### config.mk
export PLATFORM = sky130hd
export DESIGN_NAME = risc_pc_unit
export DESIGN_NICKNAME = d
export VERILOG_FILES = /design/src/rtl/risc_pc_unit.sv
export SDC_FILE = /design/constraint.sdc
export NUM_CORES = 1
export LEC_CHECK = 0
export BUFFER_PORTS_ARGS = -buffer_cell sky130_fd_sc_hd__buf_2
export CAP_MARGIN = 20
export CORE_UTILIZATION = 45
export CTS_BUF_LIST = sky130_fd_sc_hd__clkbuf_4 sky130_fd_sc_hd__clkbuf_8
export DETAILED_ROUTE_END_ITERATION = 8
export PLACE_DENSITY_LB_ADDON = 0.3
export SETUP_SLACK_MARGIN = 0.4
export SLEW_MARGIN = 20
export SYNTH_ARGS = -nofsm -noshare
export SYNTH_HDL_FRONTEND = slang
export SYNTH_SLANG_ARGS = --single-unit
### constraint.sdc
create_clock -name i_clk -period 3.7 [get_ports i_clk]
set_input_delay 0.555 -clock i_clk [delete_from_list [all_inputs] [get_ports i_clk]]
set_output_delay 0.555 -clock i_clk [all_outputs]
set_load 0.02 [all_outputs]
### src/rtl/risc_pc_unit.sv
// rtl/risc_pc_unit.sv - program counter / next-PC unit with fetch handshake, redirect buffering and misalign parking
module risc_pc_unit #(
    parameter int                XLEN         = 32,
    parameter logic [XLEN-1:0]   RESET_VECTOR = '0,
    parameter int                OFFSET_SHIFT = 1,
    parameter int                ALIGN_BYTES  = 4
) (
    input  logic            i_clk,
    input  logic            i_rst,
    output logic [XLEN-1:0] o_fetch_addr,
    output logic            o_fetch_valid,
    input  logic            i_fetch_ready,
    output logic [XLEN-1:0] o_pc_link,
    input  logic            i_br_taken,
    input  logic [XLEN-1:0] i_br_offset,
    input  logic            i_jr_taken,
    input  logic [XLEN-1:0] i_jr_target,
    input  logic            i_trap_req,
    input  logic [XLEN-1:0] i_trap_vector,
    output logic            o_redirect_pending,
    output logic            o_misalign_fault
);

    typedef enum logic [1:0] {
        ST_IDLE  = 2'd0,
        ST_RUN   = 2'd1,
        ST_DRAIN = 2'd2,
        ST_FAULT = 2'd3
    } state_t;

    localparam logic [XLEN-1:0] ALIGN_MASK = XLEN'(ALIGN_BYTES - 1);
    localparam logic [XLEN-1:0] TRAP_MASK  = ~XLEN'(3);
    localparam logic [XLEN-1:0] JR_MASK    = ~XLEN'(1);
    localparam logic [XLEN-1:0] PC_STEP    = XLEN'(4);

    state_t          r_state;
    logic [XLEN-1:0] r_fetch_addr;
    logic            r_pend_valid;
    logic [XLEN-1:0] r_pend_target;
    logic            r_misalign_fault;

    state_t          w_next_state;
    logic [XLEN-1:0] w_next_addr;
    logic            w_next_pend_valid;
    logic [XLEN-1:0] w_next_pend_target;
    logic            w_misalign;

    logic            w_fetch_valid;
    logic            w_fire;
    logic [XLEN-1:0] w_trap_tgt;
    logic [XLEN-1:0] w_jr_tgt;
    logic [XLEN-1:0] w_br_tgt;
    logic            w_sel_valid;
    logic            w_sel_check;
    logic [XLEN-1:0] w_sel_target;
    logic            w_sel_bad;

    assign w_fetch_valid = (r_state == ST_RUN) || (r_state == ST_DRAIN);
    assign w_fire        = w_fetch_valid && i_fetch_ready;
    assign w_trap_tgt    = i_trap_vector & TRAP_MASK;
    assign w_jr_tgt      = i_jr_target & JR_MASK;
    assign w_br_tgt      = r_fetch_addr + (i_br_offset << OFFSET_SHIFT);

    // Priority trap > jr > br; only jr/br targets are subject to the alignment check.
    always_comb begin
        w_sel_valid  = 1'b0;
        w_sel_check  = 1'b0;
        w_sel_target = w_br_tgt;
        if (i_trap_req) begin
            w_sel_valid  = 1'b1;
            w_sel_target = w_trap_tgt;
        end else if (i_jr_taken) begin
            w_sel_valid  = 1'b1;
            w_sel_check  = 1'b1;
            w_sel_target = w_jr_tgt;
        end else if (i_br_taken) begin
            w_sel_valid  = 1'b1;
            w_sel_check  = 1'b1;
        end
    end

    assign w_sel_bad = w_sel_check && ((w_sel_target & ALIGN_MASK) != '0);

    always_comb begin
        w_next_state       = r_state;
        w_next_addr        = r_fetch_addr;
        w_next_pend_valid  = r_pend_valid;
        w_next_pend_target = r_pend_target;
        w_misalign         = 1'b0;
        case (r_state)
            ST_IDLE: begin
                w_next_state = ST_RUN;
            end
            ST_RUN: begin
                if (w_sel_valid && w_sel_bad) begin
                    w_misalign        = 1'b1;
                    w_next_pend_valid = 1'b0;
                    w_next_state      = w_fire ? ST_FAULT : ST_DRAIN;
                end else if (w_fire) begin
                    if (w_sel_valid)
                        w_next_addr = w_sel_target;
                    else if (r_pend_valid)
                        w_next_addr = r_pend_target;
                    else
                        w_next_addr = r_fetch_addr + PC_STEP;
                    w_next_pend_valid = 1'b0;
                end else if (w_sel_valid) begin
                    w_next_pend_valid  = 1'b1;
                    w_next_pend_target = w_sel_target;
                end
            end
            ST_DRAIN: begin
                // Only a trap can rescue the drain; otherwise park once the request is taken.
                if (w_fire) begin
                    w_next_pend_valid = 1'b0;
                    if (i_trap_req) begin
                        w_next_addr  = w_trap_tgt;
                        w_next_state = ST_RUN;
                    end else if (r_pend_valid) begin
                        w_next_addr  = r_pend_target;
                        w_next_state = ST_RUN;
                    end else begin
                        w_next_state = ST_FAULT;
                    end
                end else if (i_trap_req) begin
                    w_next_pend_valid  = 1'b1;
                    w_next_pend_target = w_trap_tgt;
                end
            end
            ST_FAULT: begin
                w_next_pend_valid = 1'b0;
                if (i_trap_req) begin
                    w_next_addr  = w_trap_tgt;
                    w_next_state = ST_RUN;
                end
            end
            default: begin
                w_next_state = ST_IDLE;
            end
        endcase
    end

    always_ff @(posedge i_clk or posedge i_rst) begin
        if (i_rst) begin
            r_state          <= ST_IDLE;
            r_fetch_addr     <= RESET_VECTOR;
            r_pend_valid     <= 1'b0;
            r_pend_target    <= '0;
            r_misalign_fault <= 1'b0;
        end else begin
            r_state          <= w_next_state;
            r_fetch_addr     <= w_next_addr;
            r_pend_valid     <= w_next_pend_valid;
            r_pend_target    <= w_next_pend_target;
            r_misalign_fault <= w_misalign;
        end
    end

    assign o_fetch_addr       = r_fetch_addr;
    assign o_fetch_valid      = w_fetch_valid;
    assign o_pc_link          = r_fetch_addr + PC_STEP;
    assign o_redirect_pending = r_pend_valid;
    assign o_misalign_fault   = r_misalign_fault;

endmodule

**Yosys cells after proc, flatten, opt, wreduce, memory -nomap -nowiden**

Index checks and enable logic that the tools add are counted.

- Register bits: 68
- Word-level logic and storage cells: 69
- Bits of input ports: 102
- Output and inout bits: 67

- Add/subtract/negate cells: 2
- Reduce and logical (&&, ||, !) cells: 12
- Mux-type cells: 35
- Equality and inequality tests: 15

Operators by type and width:

| operator | number |
|---|---|
| $mux W32 | 14 |
| $pmux W32 S3 | 1 |
| $pmux W32 S2 | 1 |
| $add A32 B3 Y32 const B | 1 |
| $add A32 B32 Y32 | 1 |
| $reduce_bool A32 Y1 | 1 |
| $ne A2 B2 Y1 const B | 8 |
| $mux W1 | 12 |
| $reduce_and A6 Y1 | 2 |
| $mux W2 | 5 |
| $pmux W2 S4 | 1 |
| $ne A3 B3 Y1 const B | 2 |
| $reduce_and A3 Y1 | 2 |
| $eq A2 B2 Y1 const B | 2 |
| $ne A4 B3 Y1 const B | 1 |
| $logic_and A1 B1 Y1 | 3 |
| $pmux W1 S3 | 1 |
| $reduce_bool A3 Y1 | 1 |
| $eq A2 B1 Y1 const B | 1 |
| $logic_not A2 Y1 | 1 |
| $ne A2 B1 Y1 const B | 1 |
| $reduce_bool A2 Y1 | 1 |
| $logic_or A1 B1 Y1 | 1 |

**Longest topological paths before layout**

- Depth after elaboration: 8
- Mapped depth: 11
- Mapped depth without buffers: 10

**Least setup slack after synthesis**

OpenSTA, ideal clock, no wires.

- Path kind: input to register
- Start point: input port i_br_offset[0]
- End point: register r_fetch_addr[19], in the netlist o_fetch_addr[19]
- Setup slack: 690 ps
- Stages on the path: 10
- Data required time: 3,564 ps
- Path buffers: 0
- Setup time: 136 ps
- Arrival time: 2,874 ps
- Path through: ha_1 -> fa_1 -> a21o_1 -> a221oi_2 -> a21oi_2 -> a21o_1 -> or4_1 -> a31oi_1 -> o21a_1 -> o21ai_0

- Cells in the longest elaborated chain, start to end: 8
- Elaborated cells on any way between the ends: 12
- Classes of those cells: 1 x add/sub; 1 x eq/ne; 6 x mux; 4 x reduce/logical

Ends and longest elaborated chain:

| item | line | source |
|---|---|---|
| from (decl) | 15 | `input logic [XLEN-1:0] i_br_offset,` |
| $add A32 B32 Y32 * | 62 | `assign w_br_tgt = r_fetch_addr + (i_br_offset << OFFSET_SHIFT);` |
| $mux W32 * | 72 | `end else if (i_jr_taken) begin` |
| $mux W32 * | 69 | `if (i_trap_req) begin` |
| $reduce_bool A32 Y1 | 82 | `assign w_sel_bad = w_sel_check && ((w_sel_target & ALIGN_MASK) != '0);` |
| $logic_and A1 B1 Y1 | 82 |  |
| $logic_and A1 B1 Y1 | 95 | `if (w_sel_valid && w_sel_bad) begin` |
| $ne A2 B2 Y1 (no source line) | n/a |  |
| $reduce_and A6 Y1 (no source line) | n/a |  |
| to (signal assigned) | 152 | `r_fetch_addr <= w_next_addr;` |
| to (decl) | 37 | `logic [XLEN-1:0] r_fetch_addr;` |

Mark *: on every way between the ends. The rest lies on a longest branch, timed or not. The select of a mux whose other input is x is not followed.
A chain may end at the register's enable or synchronous reset.

**Worst setup path in the final report**

- Start point: register r_fetch_addr[5], in the netlist o_fetch_addr[5]
- End point: register r_pend_target[30]

- Cells in the longest elaborated chain, start to end: 7

Ends and longest elaborated chain:

| item | line | source |
|---|---|---|
| $add A32 B32 Y32 | 62 |  |
| $mux W32 | 72 |  |
| $mux W32 | 69 |  |
| $mux W32 | 107 | `end else if (w_sel_valid) begin` |
| $mux W32 | 99 | `end else if (w_fire) begin` |
| $mux W32 | 95 |  |
| $pmux W32 S2 | 90 | `case (r_state)` |
| to (signal assigned) | 154 | `r_pend_target <= w_next_pend_target;` |
| to (decl) | 39 | `logic [XLEN-1:0] r_pend_target;` |

Every way passes these cells. The select of a mux whose other input is x is not followed.

==> results.yml <==
sta:
  rsz0062_at_grt: "true"
  tightest_slew_ns: 0.887
  finalCriticalPeriod_ns: 3.23
  relSlewSlack_pct: 40.8
  fin_skew_ns: 0.00528
  hold_violations: 0
  drv_slew: 0
  finalCritPeriodShare_pct: 87.2
  setup_viol: 0
  fmax_ghz: 0.310
  finalSetupTns_ns: 0
cells_and_area:
  layout.nets: 1146
  fill_cells: 1365
  drive_gt1_share_pct: 24.5
  stdcell_area_um2: 7900
  seq_area_um2: 1700
  diodes: 0
  area_delta_synth_final_pct: 21.4
  multi_input_area_um2: 4610
yosys:
  ys_seq_elements: 68
  synth_warnings: 0
  synth.distinct_cells: 73
  netlist_instances: 849
  seq_area_frac_synth_pct: 26.1
  synth.area.top_cells: "dfrtp_1 (26%), ha_1 (6.7%), nand2_1 (6.2%), nor2_1 (4.7%), o21ai_0 (4.6%)"
  synth_fp_nets: 987
  synth_common_cells: "nand2_1 (108), nor2_1 (82), dfrtp_1 (68), o21ai_0 (60), a21oi_1 (49)"
  yosysMostFrequentCell: "nand2_1"
  synthFlopType: "dfrtp_1"
  syn_area_um2: 6510
  avgSynthCellArea_um2: 7.67
  synth_top_cell_by_area: "dfrtp_1"
  synth_edf_count: 0
  synthArstFlopShare_pct: 100
  synth.top_cell.area_share_pct: 26.1
worst_setup_path:
  startpoint: "o_fetch_addr[5]"
  r2r_setup_slack_ns: 0.47
  critPathLaunchType: "flop"
  crit_fanout: 8
  rr_endpoint: "r_pend_target[30]"
  reg2reg_from: "o_fetch_addr[5]"
  crit_type: "reg -> reg"
  rr_worst_depth: 10
  crit_end: "r_pend_target[30]"
  arrival_ns: 3.47
  critPathRequiredTime_ns: 3.94
  worstSetupEndpointType: "flop"
run_status:
  status: "complete, no violations"
route:
  drt_iter0_markers: 1080
  routedWlPerCell_um: 20.7
  via_per_inst: 6.41
  drtAntennaViolNets: 0
  wl_mm: 24.7
  drt_pass1_iterations: 6
  vias: 7645
  drcViolationCount: 0
place:
  hpwl_mm: 18.3
  placed_area_um2: 7650
  io_buffer_count: 164
  gp_congestion: 0.984
grt:
  grt_pass1_vias: 6924
  antenna_found_initial: 0
  grt.total_usage_pct: 33.1
  grt_max_degree: 42
  grt_pass1_wl_mm: 37.6
  overflow: 0
cts:
  clk_path_buf_depth: 2
  cts_sinks: 68
  clk_latency_ns: 0.37
  cts_made_buffers: 9
  htreeDepth: 3
  cts_hold_buf: 0
  cts_tree: "built"
  path_clk_slew_ns: 0.08
  clockRootBuffer: "clkbuf_8"
pwr:
  total_power_w: 0.00731
  leakagePower_nw: 3.62
  powerDensity_nw_per_um2: 925
  vdd_drop_max_mv: 0.364
floorplan:
  core.rowCount: 43
  chipWidth_um: 122
  core_area_um2: 14000
  die_height_um: 122
  fp.dieArea_um2: 15000
  start_util_pct: 46.5
  pin_count: 169
worst_hold_path:
  hold_path.class: "in -> async"
job:
  drv_cap: 0
[area by class of cell]
cell class,count,share of cell area [%]
inverter,19,0.902
tap,180,2.85
multi-input combinational,708,58.3
sequential,68,21.5
clock inverter,2,0.127
timing repair buffer,202,14.2
clock buffer,13,2.11
[power breakdown]
part | switching, W | internal (W)
clock network | 0.000303 | 0.000290
logic | 0.00323 | 0.00193
registers | 0.000444 | 0.00112
[critical path, stage by stage, from the launching register on]
cell,delay (ns)
dfrtp_1,0.50
ha_2,0.44
a21o_1,0.22
a31oi_2,0.11
a211o_2,0.42
a2111o_1,0.42
and3_1,0.25
a21o_1,0.18
a211oi_1,0.30
buf_4,0.19
o41ai_1,0.07
[layout by cell type, fill, tap and decap left out, types with 4 or more instances in the layout]
master,n
a222oi_1,21
clkbuf_8,11
or3_1,7
nor3_1,20
o21ai_0,59
a211oi_1,7
nor4_1,5
nand2_1,108
buf_4,37
nand2b_1,4
a21oi_1,49
xnor2_1,24
or2_2,5
o22ai_1,9
nand4_1,9
nor2_1,80
or4_1,4
and4_1,5
o31ai_1,6
a211o_1,5
ha_1,34
o211ai_1,14
buf_2,164
o211a_1,4
dfrtp_1,67
nand3_1,28
xor2_1,16
a31oi_1,26
a221oi_1,12
o21a_1,16
mux2i_1,13
inv_1,17
and2_1,10
and3_1,22
a21o_1,14
[repair_timing]
action / 4_1_cts / 5_1_grt
gates resized for setup: 4 / 10
endpoints found under the setup margin: 7 / 17
pin swaps: 0 / 3
buffers inserted: 0 / 1
[layer usage]
layer / up-vias / track usage, % / wire, um
met5: - / 0 / 0
met4: 0 / 11.3 / 567
met3: 49 / 6.37 / 3000
met2: 519 / 49.3 / 10800
met1: 3551 / 47.5 / 10300
li1: 3526 / - / -
[worst min-delay path by stage]
stage	from	endpoint	slack (ns)	cells after the start
6_report	i_rst	o_fetch_addr[4]	0.37	2
5_1_grt	i_rst	o_fetch_addr[4]	0.46	2
4_1_cts	i_rst	r_pend_target[4]	0.41	2
3_5_place_dp	r_pend_target[15]	r_pend_target[15]	0.47	2
3_3_place_gp	r_pend_target[10]	r_pend_target[10]	0.46	2
2_1_floorplan	r_pend_target[19]	r_pend_target[19]	0.45	2
[registers in the layout, summed over array words and instances, names as in the netlist]
signal,flops
o_fetch_addr,32
r_pend_target,32
r_state,2
o_misalign_fault,1
o_redirect_pending,1
[cells by family after synthesis]
logic type                 count (synthesis)  synth area share, %
buffers and inverters                     73                 4.32
muxes                                     14                 2.15
DFF                                       68                 26.1
and+or+nand+nor                          325                 23.6
adders and majority gates                 36                 7.03
AOI/OAI and AO/OA                        293                 31.3
xor gates and xnor gates                  40                 5.38
[per-stage QoR]
step	instances	util [%]	hold slack, ns	setup slack, ns
2_1_floorplan	849	-	0.447	0.690
3_3_place_gp	1176	54.7	0.464	0.231
3_5_place_dp	1176	54.7	0.470	0.208
4_1_cts	1191	56.1	0.407	0.415
5_1_grt	1192	56.5	0.460	0.358
6_report	1192	56.5	0.371	0.473
Power figures use the tool's default switching activity.
